--- src/rtl/chip8_pkg.sv ---
// rtl/chip8_pkg.sv - shared CHIP-8 sequencer types and opcode constants
package chip8_pkg;

    localparam int PC_W = 12;

    typedef enum logic [2:0] {
        ST_IDLE    = 3'd0,
        ST_HI_REQ  = 3'd1,
        ST_HI_WAIT = 3'd2,
        ST_LO_REQ  = 3'd3,
        ST_LO_WAIT = 3'd4,
        ST_DECODE  = 3'd5,
        ST_EXEC    = 3'd6,
        ST_FAULT   = 3'd7
    } seq_state_t;

    localparam logic [3:0]  OP_JP   = 4'h1;
    localparam logic [3:0]  OP_CALL = 4'h2;
    localparam logic [3:0]  OP_JPV0 = 4'hB;
    localparam logic [15:0] RET     = 16'h00EE;

endpackage

--- src/rtl/pc_sequencer_if.sv ---
// rtl/pc_sequencer_if.sv - PC strobe, memory read and execute handshake bundle
interface pc_sequencer_if;
    import chip8_pkg::*;

    logic [PC_W-1:0] pc_value;
    logic [PC_W-1:0] pc_preload;
    logic            pc_preload_stb;
    logic            pc_jump_next_stb;
    logic            pc_inc_stb;
    logic            mem_rd_stb;
    logic [7:0]      mem_rd_data;
    logic            mem_rd_valid;
    logic [15:0]     opcode;
    logic            opcode_valid;
    logic            exec_done;
    logic            skip_cond;

    modport master (
        input  pc_value, mem_rd_data, mem_rd_valid, exec_done, skip_cond,
        output pc_preload, pc_preload_stb, pc_jump_next_stb, pc_inc_stb,
               mem_rd_stb, opcode, opcode_valid
    );

    modport slave (
        output pc_value, mem_rd_data, mem_rd_valid, exec_done, skip_cond,
        input  pc_preload, pc_preload_stb, pc_jump_next_stb, pc_inc_stb,
               mem_rd_stb, opcode, opcode_valid
    );

endinterface

--- src/rtl/call_stack.sv ---
// rtl/call_stack.sv - return-address stack; push writes at sp, pop reads at sp-1
module call_stack
    import chip8_pkg::*;
#(
    parameter int DEPTH = 16
) (
    input  logic            clk,
    input  logic            rst,
    input  logic            push,
    input  logic            pop,
    input  logic [PC_W-1:0] din,
    output logic [PC_W-1:0] dout,
    output logic            full,
    output logic            empty
);

    localparam int SP_W = $clog2(DEPTH);
    localparam logic [SP_W-1:0] SP_ONE    = 1;
    localparam logic [SP_W:0]   DEPTH_ONE = 1;
    localparam logic [SP_W:0]   DEPTH_MAX = (SP_W + 1)'(DEPTH);

    logic [SP_W-1:0] sp;
    logic [SP_W:0]   depth;
    logic [PC_W-1:0] mem [DEPTH];

    assign full  = (depth == DEPTH_MAX);
    assign empty = (depth == '0);
    assign dout  = mem[sp - SP_ONE];

    always_ff @(posedge clk or posedge rst) begin
        if (rst) begin
            sp    <= '0;
            depth <= '0;
        end else if (push && !full) begin
            sp    <= sp + SP_ONE;
            depth <= depth + DEPTH_ONE;
        end else if (pop && !empty) begin
            sp    <= sp - SP_ONE;
            depth <= depth - DEPTH_ONE;
        end
    end

    // Entries are not reset; only sp/depth define which ones are live.
    always_ff @(posedge clk) begin
        if (push && !full) begin
            mem[sp] <= din;
        end
    end

endmodule

--- src/rtl/pc_sequencer.sv ---
// rtl/pc_sequencer.sv - CHIP-8 fetch and flow-control sequencer
module pc_sequencer
    import chip8_pkg::*;
#(
    parameter int STACK_DEPTH = 16
) (
    input  logic           clk,
    input  logic           rst,
    input  logic           run,
    input  logic [7:0]     v0,
    output logic           fault,
    pc_sequencer_if.master bus
);

    seq_state_t      state, state_nxt;
    logic [15:0]     opcode_q;
    logic            stk_push, stk_pop, stk_full, stk_empty;
    logic [PC_W-1:0] stk_dout;
    logic            is_jp, is_call, is_jpv0, is_ret;

    assign is_jp   = (opcode_q[15:12] == OP_JP);
    assign is_call = (opcode_q[15:12] == OP_CALL);
    assign is_jpv0 = (opcode_q[15:12] == OP_JPV0);
    assign is_ret  = (opcode_q == RET);
    assign bus.opcode = opcode_q;

    call_stack #(.DEPTH(STACK_DEPTH)) u_stack (
        .clk   (clk),
        .rst   (rst),
        .push  (stk_push),
        .pop   (stk_pop),
        .din   (bus.pc_value),
        .dout  (stk_dout),
        .full  (stk_full),
        .empty (stk_empty)
    );

    always_ff @(posedge clk or posedge rst) begin
        if (rst) begin
            state <= ST_IDLE;
        end else begin
            state <= state_nxt;
        end
    end

    always_ff @(posedge clk or posedge rst) begin
        if (rst) begin
            opcode_q <= 16'h0000;
        end else if (state == ST_HI_WAIT && bus.mem_rd_valid) begin
            opcode_q[15:8] <= bus.mem_rd_data;
        end else if (state == ST_LO_WAIT && bus.mem_rd_valid) begin
            opcode_q[7:0] <= bus.mem_rd_data;
        end
    end

    always_comb begin
        state_nxt = state;
        unique case (state)
            ST_IDLE:    if (run) state_nxt = ST_HI_REQ;
            ST_HI_REQ:  state_nxt = ST_HI_WAIT;
            ST_HI_WAIT: if (bus.mem_rd_valid) state_nxt = ST_LO_REQ;
            ST_LO_REQ:  state_nxt = ST_LO_WAIT;
            ST_LO_WAIT: if (bus.mem_rd_valid) state_nxt = ST_DECODE;
            ST_DECODE: begin
                if (is_ret)                   state_nxt = stk_empty ? ST_FAULT : ST_IDLE;
                else if (is_call)             state_nxt = stk_full ? ST_FAULT : ST_IDLE;
                else if (is_jp || is_jpv0)    state_nxt = ST_IDLE;
                else                          state_nxt = ST_EXEC;
            end
            ST_EXEC:    if (bus.exec_done) state_nxt = ST_IDLE;
            ST_FAULT:   state_nxt = ST_FAULT;
            default:    state_nxt = ST_IDLE;
        endcase
    end

    // Preload target is decoded from the latched opcode so it is valid with the strobe.
    always_comb begin
        bus.pc_preload       = opcode_q[11:0];
        bus.pc_preload_stb   = 1'b0;
        bus.pc_jump_next_stb = 1'b0;
        bus.pc_inc_stb       = 1'b0;
        bus.mem_rd_stb       = 1'b0;
        bus.opcode_valid     = 1'b0;
        stk_push             = 1'b0;
        stk_pop              = 1'b0;
        fault                = 1'b0;
        if (is_ret) begin
            bus.pc_preload = stk_dout;
        end else if (is_jpv0) begin
            bus.pc_preload = opcode_q[11:0] + {4'b0000, v0};
        end
        unique case (state)
            ST_HI_REQ, ST_LO_REQ:   bus.mem_rd_stb = 1'b1;
            ST_HI_WAIT, ST_LO_WAIT: bus.pc_inc_stb = bus.mem_rd_valid;
            ST_DECODE: begin
                if (is_ret) begin
                    stk_pop            = !stk_empty;
                    bus.pc_preload_stb = !stk_empty;
                end else if (is_call) begin
                    stk_push           = !stk_full;
                    bus.pc_preload_stb = !stk_full;
                end else if (is_jp || is_jpv0) begin
                    bus.pc_preload_stb = 1'b1;
                end
            end
            ST_EXEC: begin
                bus.opcode_valid     = 1'b1;
                bus.pc_jump_next_stb = bus.exec_done && bus.skip_cond;
            end
            ST_FAULT: fault = 1'b1;
            default: ;
        endcase
    end

endmodule

--- src/flat_wrapper.sv ---
// flat-port wrapper written by rule: the top's interface ports become plain ports
module pc_sequencer_flat import chip8_pkg::*;
#(
    parameter int STACK_DEPTH = 16
)
  (clk, rst, run, v0, fault, bus_pc_value, bus_mem_rd_data, bus_mem_rd_valid, bus_exec_done, bus_skip_cond, bus_pc_preload, bus_pc_preload_stb, bus_pc_jump_next_stb, bus_pc_inc_stb, bus_mem_rd_stb, bus_opcode, bus_opcode_valid);
  pc_sequencer_if bus_i ();
  input  logic clk;
  input  logic rst;
  input  logic run;
  input  logic [7:0] v0;
  output logic fault;
  input wire logic [$bits(bus_i.pc_value)-1:0] bus_pc_value;
  input wire logic [$bits(bus_i.mem_rd_data)-1:0] bus_mem_rd_data;
  input wire logic [$bits(bus_i.mem_rd_valid)-1:0] bus_mem_rd_valid;
  input wire logic [$bits(bus_i.exec_done)-1:0] bus_exec_done;
  input wire logic [$bits(bus_i.skip_cond)-1:0] bus_skip_cond;
  output wire logic [$bits(bus_i.pc_preload)-1:0] bus_pc_preload;
  output wire logic [$bits(bus_i.pc_preload_stb)-1:0] bus_pc_preload_stb;
  output wire logic [$bits(bus_i.pc_jump_next_stb)-1:0] bus_pc_jump_next_stb;
  output wire logic [$bits(bus_i.pc_inc_stb)-1:0] bus_pc_inc_stb;
  output wire logic [$bits(bus_i.mem_rd_stb)-1:0] bus_mem_rd_stb;
  output wire logic [$bits(bus_i.opcode)-1:0] bus_opcode;
  output wire logic [$bits(bus_i.opcode_valid)-1:0] bus_opcode_valid;
  assign bus_i.pc_value = bus_pc_value;
  assign bus_i.mem_rd_data = bus_mem_rd_data;
  assign bus_i.mem_rd_valid = bus_mem_rd_valid;
  assign bus_i.exec_done = bus_exec_done;
  assign bus_i.skip_cond = bus_skip_cond;
  assign bus_pc_preload = bus_i.pc_preload;
  assign bus_pc_preload_stb = bus_i.pc_preload_stb;
  assign bus_pc_jump_next_stb = bus_i.pc_jump_next_stb;
  assign bus_pc_inc_stb = bus_i.pc_inc_stb;
  assign bus_mem_rd_stb = bus_i.mem_rd_stb;
  assign bus_opcode = bus_i.opcode;
  assign bus_opcode_valid = bus_i.opcode_valid;
  pc_sequencer #(.STACK_DEPTH(STACK_DEPTH)) u_core (.clk(clk), .rst(rst), .run(run), .v0(v0), .fault(fault), .bus(bus_i));
endmodule
--- config.mk ---
export PLATFORM = sky130hd
export DESIGN_NAME = pc_sequencer_flat
export DESIGN_NICKNAME = d
export VERILOG_FILES = /design/src/rtl/chip8_pkg.sv /design/src/rtl/pc_sequencer_if.sv /design/src/rtl/call_stack.sv /design/src/rtl/pc_sequencer.sv /design/src/flat_wrapper.sv
export SDC_FILE = /design/constraint.sdc
export NUM_CORES = 1
export LEC_CHECK = 0
export CORE_ASPECT_RATIO = 1.5
export CORE_MARGIN = 2
export CORE_UTILIZATION = 55
export CTS_CLUSTER_SIZE = 10
export DETAILED_ROUTE_END_ITERATION = 7
export DONT_BUFFER_PORTS = 1
export PLACE_DENSITY = 0.7
export SETUP_SLACK_MARGIN = 0.2
export SYNTH_ARGS = -nofsm -noshare
export SYNTH_HDL_FRONTEND = slang
export SYNTH_HIERARCHICAL = 1
export SYNTH_SLANG_ARGS = --single-unit
--- constraint.sdc ---
create_clock -name clk -period 4.5 [get_ports clk]
set_input_delay 1.35 -clock clk [delete_from_list [all_inputs] [get_ports clk]]
set_output_delay 1.35 -clock clk [all_outputs]
set_load 0.01 [all_outputs]
* Word level (Yosys, flattened, before mapping) *
Memory sizes are Yosys's and may differ from the RTL's.
Cells that the tools add are included.

operators by class
  $add $sub $neg = 5
  equality and inequality tests = 16
  multiplexer cells = 32
  bitwise operators = 1
  reductions and logical operators = 15

operator list
  operator                                                                 count
  3-bit 2-to-1 mux                                                         9
  12-bit 2-to-1 mux                                                        2
  3-bit case mux with 8 select lines                                       1
  16-bit by 8-bit equality test with 1-bit output (second input constant)  1
  1-bit 2-to-1 mux                                                         16
  12-bit by 8-bit adder with 12-bit output                                 1
  3-bit equality test (second input constant)                              4
  5-bit 2-to-1 mux                                                         2
  4-bit 2-to-1 mux                                                         2
  2-bit != test (second input constant)                                    4
  3-bit by 2-bit equality test with 1-bit output (second input constant)   2
  5-bit by 1-bit adder with 5-bit output (second input constant)           1
  5-bit equality test (second input constant)                              1
  1-bit logical AND                                                        5
  5-bit zero test                                                          1
  5-bit by 1-bit subtractor with 5-bit output (second input constant)      1
  4-bit by 1-bit adder with 4-bit output (second input constant)           1
  4-bit by 1-bit equality test with 1-bit output (second input constant)   1
  4-bit by 2-bit equality test with 1-bit output (second input constant)   1
  4-bit equality test (second input constant)                              1
  4-bit AND reduction                                                      1
  2-bit OR reduction                                                       2
  4-bit by 1-bit subtractor with 4-bit output (second input constant)      1
  3-bit by 1-bit equality test with 1-bit output (second input constant)   1
  6 further kinds                                                          7

storage, ports and cells
  register bits = 28
  RAM bits = 192
  input bits = 34
  word-level logic and storage cells = 75
  memories = 1

memories
  name                words  bits a word  read ports  clocked after Yosys merged registers in  write ports  RTL line          source
  u_core.u_stack.mem  16     12           1           0                                        1            call_stack.sv:24  logic [PC_W-1:0] mem [DEPTH];

* Longest topological paths before layout *
Gate-level depths: netlist of run 1.

  depth in word-level cells = 8
  mapped depth = 13

* Hierarchy *
Netlist of run 1, hierarchy kept.

modules (own cells, without submodules)
  module        instances  cells an instance  area an instance (um2)  sequential area each (um2)
  call_stack    1          494                8179.1                  5990.7
  pc_sequencer  1          178                1516.5                  475.5

* Worst setup path after synthesis of run 1 *
No wires, ideal clock.

  path type = input to output
  start = input port v0[0]
  end = output port bus_pc_preload[10]
  arrival = 3008 ps
  slack = 142 ps
  cell stages on the path = 9
  path buffers = 0
  cell sequence = ha_1 > inv_1 > fa_1 > nor2b_1 > o211ai_1 > a21oi_1 > nor2_1 > a211oi_1 > mux2i_1

between the ends
  word-level cells in the longest chain between the ends = 3

ends and longest elaborated chain
  item                                      RTL line            source
  start, declared                           flat_wrapper.sv:11  input logic [7:0] v0;
  12-bit by 8-bit adder with 12-bit output  pc_sequencer.sv:90  bus.pc_preload = opcode_q[11:0] + {4'b0000, v0};
  12-bit 2-to-1 mux                         pc_sequencer.sv:89  end else if (is_jpv0) begin
  12-bit 2-to-1 mux                         pc_sequencer.sv:87  if (is_ret) begin
  end, declared                             flat_wrapper.sv:18  output wire logic [$bits(bus_i.pc_preload)-1:0] bus_pc_preload;

Every way passes these cells.

* Worst setup path after layout of run 1 *
  start = input port v0[0]
  end = output port bus_pc_preload[4]

The elaborated chain is that of the path after synthesis.

==> results of run 1 <==
==> sequential cells by signal, indices dropped and copies added (netlist names) <==
register / cells
u_core/state: 3
u_core/u_stack/mem: 192
u_core/u_stack/depth: 5
u_core/bus.opcode: 16
u_core/u_stack/sp: 4
==> metrics by stage <==
stage | setup slack, ns | std cells | util, %
floorplan | 0.203 | 672 | -
global placement | 0.0704 | 864 | 57.3
detailed placement | 0.0131 | 864 | 57.3
CTS | 0.185 | 903 | 61.8
global route | 0.168 | 903 | 62.5
finish | 0.249 | 903 | 62.5
==> power groups by stage <==
stage	logic [mW]	clock network, mW	registers, mW
3_5_place_dp	2.89	0	2.64
2_1_floorplan	2.21	0	2.54
3_3_place_gp	2.81	0	2.63
4_1_cts	3.12	1.75	2.60
6_report	3.27	1.71	2.61
5_1_grt	3.53	1.83	2.63
==> per-layer routing <==
layer | GRT usage (%) | wire (um) | up-vias
met2 | 39.1 | 10900 | 185
met5 | 0 | 0 | -
met1 | 27.5 | 8080 | 2868
li1 | - | - | 2575
met3 | 3.49 | 1020 | 36
met4 | 5.89 | 424 | 0
==> critical path, stage by stage <==
cell and delay (ns):
ha_4 0.12, inv_2 0.04, fa_2 0.40, nor2b_4 0.14, buf_6 0.10, o21a_1 0.09
nor2_1 0.04, xnor2_1 0.15, nand2_1 0.07, a31oi_1 0.23, buf_4 0.16
==> what timing repair did <==
item / CTS / global route
pin swaps: 2 / 4
gates cloned: 2 / 0
buffers inserted: 2 / 0
gates resized for setup: 12 / 24
endpoints found under the setup margin: 12 / 12
==> cell families after synthesis <==
family | after synthesis | synth area share, %
DFF | 220 | 66.7
adders and majority gates | 19 | 2.61
AOI/OAI and AO/OA | 83 | 6.31
and+or+nand+nor | 226 | 11.0
muxes | 66 | 10.1
xor gates and xnor gates | 14 | 1.34
buffers and inverters | 44 | 1.97
==> worst max path at each step <==
stage | endpoint | depth (start not counted) | start
finish | bus_pc_preload[4] | 11 | v0[0]
global route | bus_pc_preload[10] | 9 | v0[0]
CTS | bus_pc_preload[5] | 9 | u_core/u_stack/sp[1]
detailed placement | bus_pc_preload[10] | 9 | v0[0]
global placement | bus_pc_preload[10] | 9 | v0[0]
floorplan | bus_pc_preload[10] | 9 | v0[0]
==> cell usage after synthesis (3+ instances only) <==
cell,count,share of area (%)
xnor2_1,9,0.81
nor2_1,20,0.77
nand2b_1,4,0.26
buf_4,4,0.31
o22ai_1,5,0.32
nor3b_1,3,0.23
inv_1,12,0.46
mux2_2,14,1.6
o211ai_1,3,0.23
and3_1,9,0.58
mux2i_1,27,2.8
nor2b_1,9,0.58
edfxtp_1,192,59
o21ai_0,11,0.57
dfrtp_1,28,7.2
ha_1,17,2.2
clkbuf_1,18,0.70
a31oi_1,3,0.19
a21oi_1,18,0.93
xor2_1,4,0.36
mux4_2,24,5.6
and2_1,13,0.84
nand2_1,114,4.4
o21a_1,3,0.23
nor3_1,9,0.46
a221oi_1,12,1.1
nand3_1,29,1.5
a32o_1,12,1.2
buf_2,7,0.36
==> layout by cell type, fill, tap and decap left out, types with 5 or more instances in the layout <==
cell       count
nand2_1      114
edfxtp_1     192
a32o_1        12
xnor2_1        8
mux2i_1       26
and3_1         9
clkbuf_16     25
inv_1          9
clkbuf_1       9
o22ai_1        5
nand3_1       29
a221oi_1       6
nor2_2         5
mux2_2        14
nor3_1         9
and2_1        12
o21ai_0       11
nor2_1        15
a221oi_2       6
a21oi_1       14
mux4_2        24
nor2b_1        8
buf_4          8
dfrtp_1       26
ha_1          14
==> cell type report <==
type / count / area (um2)
Clock buffer: 34 / 659
Clock inverter: 1 / 8.76
Fill cell: 1249 / 6510
Inverter: 13 / 55.1
Multi-Input combinational cell: 408 / 3190
Sequential cell: 220 / 6470
Tap cell: 213 / 267
Timing Repair Buffer: 14 / 188
==> flow_metrics.py, run 1 <==
metrics = {
    "power": {
        "p_clk_share_pct": 22.5,
        "peakVddDrop_uv": 502,
        "netSwitchingPower_mw": 2.81,
        "swShare_pct": 36.9,
        "p_per_area_nw_per_um2": 701,
        "p_total_mw": 7.60,
        "p_seq_share_pct": 34.4,
        "p_leak_nw": 3.76,
        "p_int_mw": 4.79,
        "p_comb_share_pct": 43.1,
    },
    "yosys": {
        "synth-edff-count": 192,
        "ys_ff_latch": 220,
        "syn_area_per_cell_um2": 14.4,
        "syn_area_um2": 9700,
        "async_flop_share_pct": 12.7,
        "seq_area_frac_synth_pct": 66.7,
        "syn_inst": 672,
        "ys_warn_count": 6,
        "syn_nets": 725,
        "synth_cell_type_count": 59,
        "synthFlopType": "edfxtp_1",
    },
    "setup_path": {
        "cp_data_required_time_ns": 3.15,
        "ff2ff_path_depth": 11,
        "r2r_end": "u_core/u_stack/depth[4]",
        "crit_path_end_kind": "primary output",
        "cp.arrival_ns": 2.90,
        "rrSetupSlack_ns": 0.74,
        "worstSetupStartpointType": "input port",
        "crit_fanout": 2,
        "crit_type": "in -> out",
        "reg2reg_from": "u_core/bus.opcode[15]",
    },
    "clocking": {
        "cts_tree": "done",
        "clkSlewWorstSetupHoldPaths_ns": 0.05,
        "clk_path_buf_depth": 3,
        "cts_buffers": 25,
        "cts_num_sinks": 220,
        "holdBufCountCts": 0,
        "h-tree-depth": 1,
        "worstSkewPairLatency_ns": 0.51,
        "cts-root-buf": "clkbuf_16",
    },
    "worst_hold_path": {
        "min_delay_path_depth": 1,
        "hp-start": "u_core/u_stack/depth[0]",
        "hold_path_class": "reg -> reg",
        "hold_end": "u_core/u_stack/depth[0]",
    },
    "timing": {
        "worstMarginPinSlew_ns": 1.00,
        "slew_violations": 0,
        "maxSlewHeadroom_pct": 32.6,
        "tns_ns": 0,
        "finClkSkew_ns": 0.0118,
        "finalCriticalPeriod_ns": 4.25,
        "finalHoldViolations": 0,
        "fin_crit_sh_pct": 94.5,
        "finalSetupViolations": 0,
        "rsz0062_at_grt": "true",
        "holdWs_ns": 0.553,
        "fmax_ghz": 0.235,
    },
    "finish": {
        "antennaDiodeCount": 0,
        "drive_gt1_share_pct": 17.2,
        "fin_nets": 735,
        "postLayoutCellArea_um2": 10800,
        "area_growth_syn_to_layout_pct": 11.8,
    },
    "global_route": {
        "grt_max_degree": 37,
        "grt_pass1_wl_um": 32300,
        "antenna_found_initial": 0,
        "grt_use_total_pct": 21.8,
        "grt_overflow": 0,
        "grt_pass1_vias": 5779,
    },
    "placement": {
        "hpwl_um": 13100,
        "io_buffers": 0,
        "placed_cell_area_um2": 9940,
        "gp_congestion": 0.934,
    },
    "detailed_routing": {
        "vias": 5664,
        "routed_wl_um": 20400,
        "ant_nets": 0,
        "drc": 0,
        "drt_iter0_drc": 476,
        "vias_per_cell": 6.27,
        "dr.pass1.iters": 5,
        "detail_route.wl_per_cell_um": 22.6,
    },
    "floorplanning": {
        "io-pin-count": 68,
        "die_width_um": 112,
        "start_util_pct": 55.9,
        "fp-row-count": 59,
        "die_area_um2": 18700,
        "coreArea_um2": 17300,
        "fp.dieH_um": 167,
    },
    "job": {
        "max_cap_violations": 0,
    },
    "outcome": {
        "status": "completed",
    },
}
Power figures use the tool's default switching activity.
==> run 2: changes to the inputs <==
- CORE_MARGIN: 2 -> default
==> flow_metrics.py, run 2 (synthesized netlist as in run 1, its figures left out) <==
metrics = {
    "detailed_routing": {
        "vias": 5711,
        "drc": 0,
        "routed_wl_um": 20500,
        "ant_nets": 0,
        "detail_route.wl_per_cell_um": 22.4,
        "dr.pass1.iters": 5,
        "vias_per_cell": 6.26,
        "drt_iter0_drc": 343,
    },
    "finish": {
        "final_util_pct": 63.1,
        "antennaDiodeCount": 0,
        "regMostFlops": "u_core/u_stack/mem",
        "fin_nets": 746,
        "n_fill_cell": 1237,
        "drive_gt1_share_pct": 17.1,
        "largest_reg_flops": 192,
        "final_common_cell": "edfxtp_1",
        "area_growth_syn_to_layout_pct": 12.4,
        "most-common-layout-cells": "edfxtp_1, nand2_1, nand3_1, dfrtp_1, mux2i_1",
    },
    "timing": {
        "finalSetupViolations": 0,
        "finalCriticalPeriod_ns": 4.25,
        "maxSlewHeadroom_pct": 32.0,
        "fmax_ghz": 0.235,
        "finClkSkew_ns": 0.0104,
        "finalHoldViolations": 0,
        "tns_ns": 0,
        "fin_crit_sh_pct": 94.5,
        "rsz0062_at_grt": "true",
        "slew_violations": 0,
        "worstMarginPinSlew_ns": 1.01,
    },
    "setup_path": {
        "cp-startpoint": "u_core/u_stack/sp[0]",
        "cp_data_required_time_ns": 3.15,
        "ff2ff_path_depth": 11,
        "cp.arrival_ns": 2.90,
        "rrSetupSlack_ns": 0.76,
        "crit_type": "reg -> out",
        "reg2reg_from": "u_core/bus.opcode[15]",
        "r2r_end": "u_core/u_stack/depth[4]",
        "crit_fanout": 13,
        "worstSetupStartpointType": "register",
        "crit_path_end_kind": "primary output",
        "cpPeakStageDelay_ns": 0.39,
        "crit_chain": "clkinvlp_4, ha_4, xor2_4, bufbuf_16, mux2i_1, a221oi_1, a32o_1, a21oi_1, mux2i_2",
        "crit_slowest_cell": "dfrtp_2",
        "endpoint": "bus_pc_preload[10]",
    },
    "floorplanning": {
        "die_area_um2": 18200,
        "coreArea_um2": 17300,
        "io-pin-count": 68,
        "die_width_um": 110,
        "fp.dieH_um": 165,
        "fp-row-count": 59,
        "start_util_pct": 56.1,
    },
    "job": {
        "max_cap_violations": 0,
    },
    "worst_hold_path": {
        "hold_path_class": "reg -> reg",
        "hp-start": "u_core/u_stack/depth[3]",
    },
    "global_route": {
        "antenna_found_initial": 0,
        "grt_pass1_vias": 5793,
        "grt_overflow": 0,
        "grt_pass1_wl_um": 32500,
        "grt_use_total_pct": 23.2,
        "grt_max_degree": 33,
    },
    "placement": {
        "io_buffers": 0,
        "gp_congestion": 0.931,
        "hpwl_um": 13400,
    },
    "clocking": {
        "clkSlewWorstSetupHoldPaths_ns": 0.06,
        "cts_tree": "done",
        "cts_num_sinks": 220,
        "cts-root-buf": "clkbuf_16",
        "worstSkewPairLatency_ns": 0.52,
        "h-tree-depth": 1,
        "clk_path_buf_depth": 3,
        "cts_buffers": 25,
    },
    "power": {
        "p_total_mw": 7.71,
        "p_per_area_nw_per_um2": 708,
        "p_leak_nw": 3.80,
        "peakVddDrop_uv": 407,
    },
    "outcome": {
        "status": "completed",
    },
}
## run 2: changes by cell type in the layout (fill, tap and decap cells not counted), sizes merged
cell,before,now
buf,12,23
clkbuf,34,33
## run 2: area by class of cell
cell class | count | area (um2) | area share [%]
flip-flops and latches | 220 | 6470 | 59.4
multi-input cells | 408 | 3160 | 29.0
clock buffers | 33 | 656 | 6.02
repair buffers | 25 | 267 | 2.45
well taps | 213 | 267 | 2.45
inverters | 13 | 55.1 | 0.505
clock inverters | 1 | 20.0 | 0.184
## run 2: layer usage
layer  vias up  wire, um  global-route usage, %
met4         0       662                   8.91
met2       218     10500                   41.0
met5         -         0                      0
met1      2862      7960                   29.0
li1       2586         -                      -
met3        45      1330                   3.60
## run 2: timing repair
action                                  in CTS  in global routing
setup buffers                                1                  9
gates cloned                                 2                  0
gates resized for setup                     15                 12
endpoints found under the setup margin      12                 12
pin swaps                                    2                  3
hold buffers                                 0                  0
## run 2: worst min-delay path by stage
stage | slack [ns] | depth (start not counted) | to
final | 0.57 | 2 | u_core/u_stack/depth[3]
after global routing | 0.61 | 1 | u_core/u_stack/depth[0]
after CTS | 0.57 | 1 | u_core/u_stack/depth[0]
after detailed placement | 0.56 | 1 | u_core/u_stack/depth[0]
after global placement | 0.51 | 2 | u_core/u_stack/depth[3]
after floorplan | 0.50 | 2 | u_core/u_stack/depth[3]
## run 2: worst max-delay path: cells and delay by family, from the launching register on
kind | cells | cell delay (ns)
compound gates | 3 | 0.65
buf+inv | 2 | 0.55
flops | 1 | 0.39
mux | 2 | 0.30
fa+ha+maj | 1 | 0.25
xor+xnor | 1 | 0.25
## run 2: per-stage QoR
step / area (um2) / std cells / hold slack, ns / setup WS, ns
after global routing: 10900 / 913 / 0.613 / 0.118
after detailed placement: 9960 / 867 / 0.556 / 0.0212
after floorplan: 9700 / 672 / 0.501 / 0.203
final: 10900 / 913 / 0.570 / 0.248
after CTS: 10800 / 904 / 0.570 / 0.209
after global placement: 9960 / 867 / 0.515 / 0.0839
## run 2: report_power, final
group | switching, mW | leakage (nW) | internal [mW]
registers | 0.254 | 2.07 | 2.35
logic | 1.84 | 1.40 | 1.53
clock network | 0.723 | 0.327 | 1.01
==> run 3: changes to the inputs <==
- CORE_ASPECT_RATIO: 1.5 -> 1.75
==> flow_metrics.py, run 3 (synthesized netlist as in run 1, its figures left out) <==
metrics = {
    "setup_path": {
        "cp.arrival_ns": 2.97,
        "crit_type": "in -> out",
        "crit_fanout": 3,
        "crit_path_end_kind": "primary output",
        "cp_data_required_time_ns": 3.15,
        "worstSetupStartpointType": "input port",
    },
    "clocking": {
        "cts_tree": "done",
        "clkSlewWorstSetupHoldPaths_ns": 0.06,
        "cts_num_sinks": 220,
        "worstSkewPairLatency_ns": 0.52,
        "cts_buffers": 25,
        "h-tree-depth": 1,
        "holdBufCountCts": 0,
        "clk_path_buf_depth": 3,
        "cts-root-buf": "clkbuf_16",
    },
    "global_route": {
        "grt_max_degree": 37,
        "grt_pass1_vias": 5892,
        "grt_overflow": 0,
        "grt_use_total_pct": 23.9,
        "antenna_found_initial": 0,
        "grt_pass1_wl_um": 31500,
    },
    "timing": {
        "slew_violations": 0,
        "finalSetupViolations": 0,
        "maxSlewHeadroom_pct": 34.3,
        "worstMarginPinSlew_ns": 0.978,
        "fin_crit_sh_pct": 96.1,
        "setup_slack_ns": 0.175,
        "rsz0062_at_grt": "true",
        "finalHoldViolations": 0,
        "fmax_ghz": 0.231,
        "finClkSkew_ns": 0.0110,
        "finalCriticalPeriod_ns": 4.32,
    },
    "placement": {
        "place_ws_ns": -0.0129,
        "io_buffers": 0,
        "gp_congestion": 0.791,
        "hpwl_um": 13400,
    },
    "finish": {
        "regMostFlops": "u_core/u_stack/mem",
        "area_growth_syn_to_layout_pct": 12.1,
        "multi_input_area_um2": 3150,
        "largest_reg_flops": 192,
        "final_common_cell": "edfxtp_1",
        "regArea_um2": 6470,
        "most-common-layout-cells": "edfxtp_1, nand2_1, nand3_1, clkbuf_16",
        "drive_gt1_share_pct": 16.1,
        "n_fill_cell": 1238,
        "antennaDiodeCount": 0,
        "fin_nets": 735,
    },
    "detailed_routing": {
        "dr.pass1.iters": 5,
        "vias": 5741,
        "detail_route.wl_per_cell_um": 23.0,
        "drc": 0,
        "drt_iter0_drc": 320,
        "routed_wl_um": 21300,
        "ant_nets": 0,
        "vias_per_cell": 6.19,
    },
    "floorplanning": {
        "die_area_um2": 18200,
        "coreArea_um2": 17100,
        "die_width_um": 102,
        "io-pin-count": 68,
        "fp.dieH_um": 178,
        "fp-row-count": 63,
        "start_util_pct": 56.7,
    },
    "job": {
        "max_cap_violations": 0,
    },
    "power": {
        "p_seq_share_pct": 34.2,
        "swShare_pct": 36.8,
        "netSwitchingPower_mw": 2.82,
        "p_leak_nw": 3.76,
        "p_clk_share_pct": 23.2,
        "p_comb_share_pct": 42.5,
        "p_total_mw": 7.66,
        "peakVddDrop_uv": 322,
        "p_per_area_nw_per_um2": 705,
        "p_int_mw": 4.84,
    },
    "worst_hold_path": {
        "hold_path_class": "reg -> reg",
    },
    "outcome": {
        "status": "completed",
    },
}
==> run 3: cell types whose count changed in the layout (fill, tap and decap cells not counted), moves of 2 or more <==
cell and change:
clkbuf_1 +12, inv_1 -2, inv_2 +2, nor2_2 +4, nor2_4 -2, nor2_1 -2, buf_4 -13, clkbuf_16 +2
==> run 3: path summary, 6_finish.rpt <==
path / start / end / slack, ns / cells past startpoint
worst max-delay path: v0[0] / bus_pc_preload[10] / 0.18 / 9
worst min register to register: u_core/u_stack/depth[3] / u_core/u_stack/depth[3] / 0.56 / 2
max in group asynchronous: rst / u_core/bus.opcode[0] / 3.11 / 1
worst min-delay path: u_core/u_stack/depth[3] / u_core/u_stack/depth[3] / 0.56 / 2
worst max register to register: u_core/bus.opcode[15] / u_core/u_stack/depth[4] / 0.80 / 10
min in group asynchronous: rst / u_core/u_stack/depth[4] / 0.69 / 1
==> run 3: stage by stage <==
step                      setup TNS [ns]  area, um2  cells  utilization (%)  hold slack, ns
final                                  0      10900    928             63.6           0.558
after global routing                   0      10900    928             63.6           0.592
after CTS                              0      10700    925             62.8           0.562
after detailed placement         -0.0129       9950    877             58.2           0.545
after global placement                 0       9950    877             58.2           0.526
after floorplan                        0       9700    672                -           0.501
==> run 3: layout make-up <==
type | instances | area share, %
repair buffers | 14 | 1.90
inverters | 13 | 0.506
clock inverters | 1 | 0.0806
multi-input cells | 408 | 28.9
clock buffers | 45 | 6.45
flip-flops and latches | 220 | 59.5
well taps | 227 | 2.61
==> run 3: timing repair <==
| item | in CTS | in global routing |
|---|---|---|
| pin swaps | 5 | 5 |
| buffers inserted | 1 | 1 |
| resized for setup | 13 | 14 |
| setup endpoints to repair | 12 | 12 |
| gates cloned | 1 | 2 |
==> run 3: worst max-delay path: stages <==
cell      delay, ns
ha_4           0.12
inv_2          0.04
fa_2           0.35
nor2b_4        0.14
o211ai_1       0.11
a21oi_2        0.23
nor2_2         0.07
a211oi_2       0.26
mux2i_2        0.30
==> run 3: power groups by stage <==
stage	clock [mW]	sequential (mW)	combinational, mW
floorplan	0	2.54	2.21
global placement	0	2.64	2.81
detailed placement	0	2.65	2.86
CTS	1.80	2.61	3.02
global route	1.89	2.65	3.53
finish	1.78	2.62	3.26
==> run 3: routing by layer <==
metal | up-vias | wire length [um] | track usage, %
met5 | - | 0 | 0
met4 | 0 | 907 | 11.3
met3 | 53 | 1330 | 3.35
met2 | 245 | 11500 | 43.8
met1 | 2870 | 7560 | 26.6
li1 | 2573 | - | -
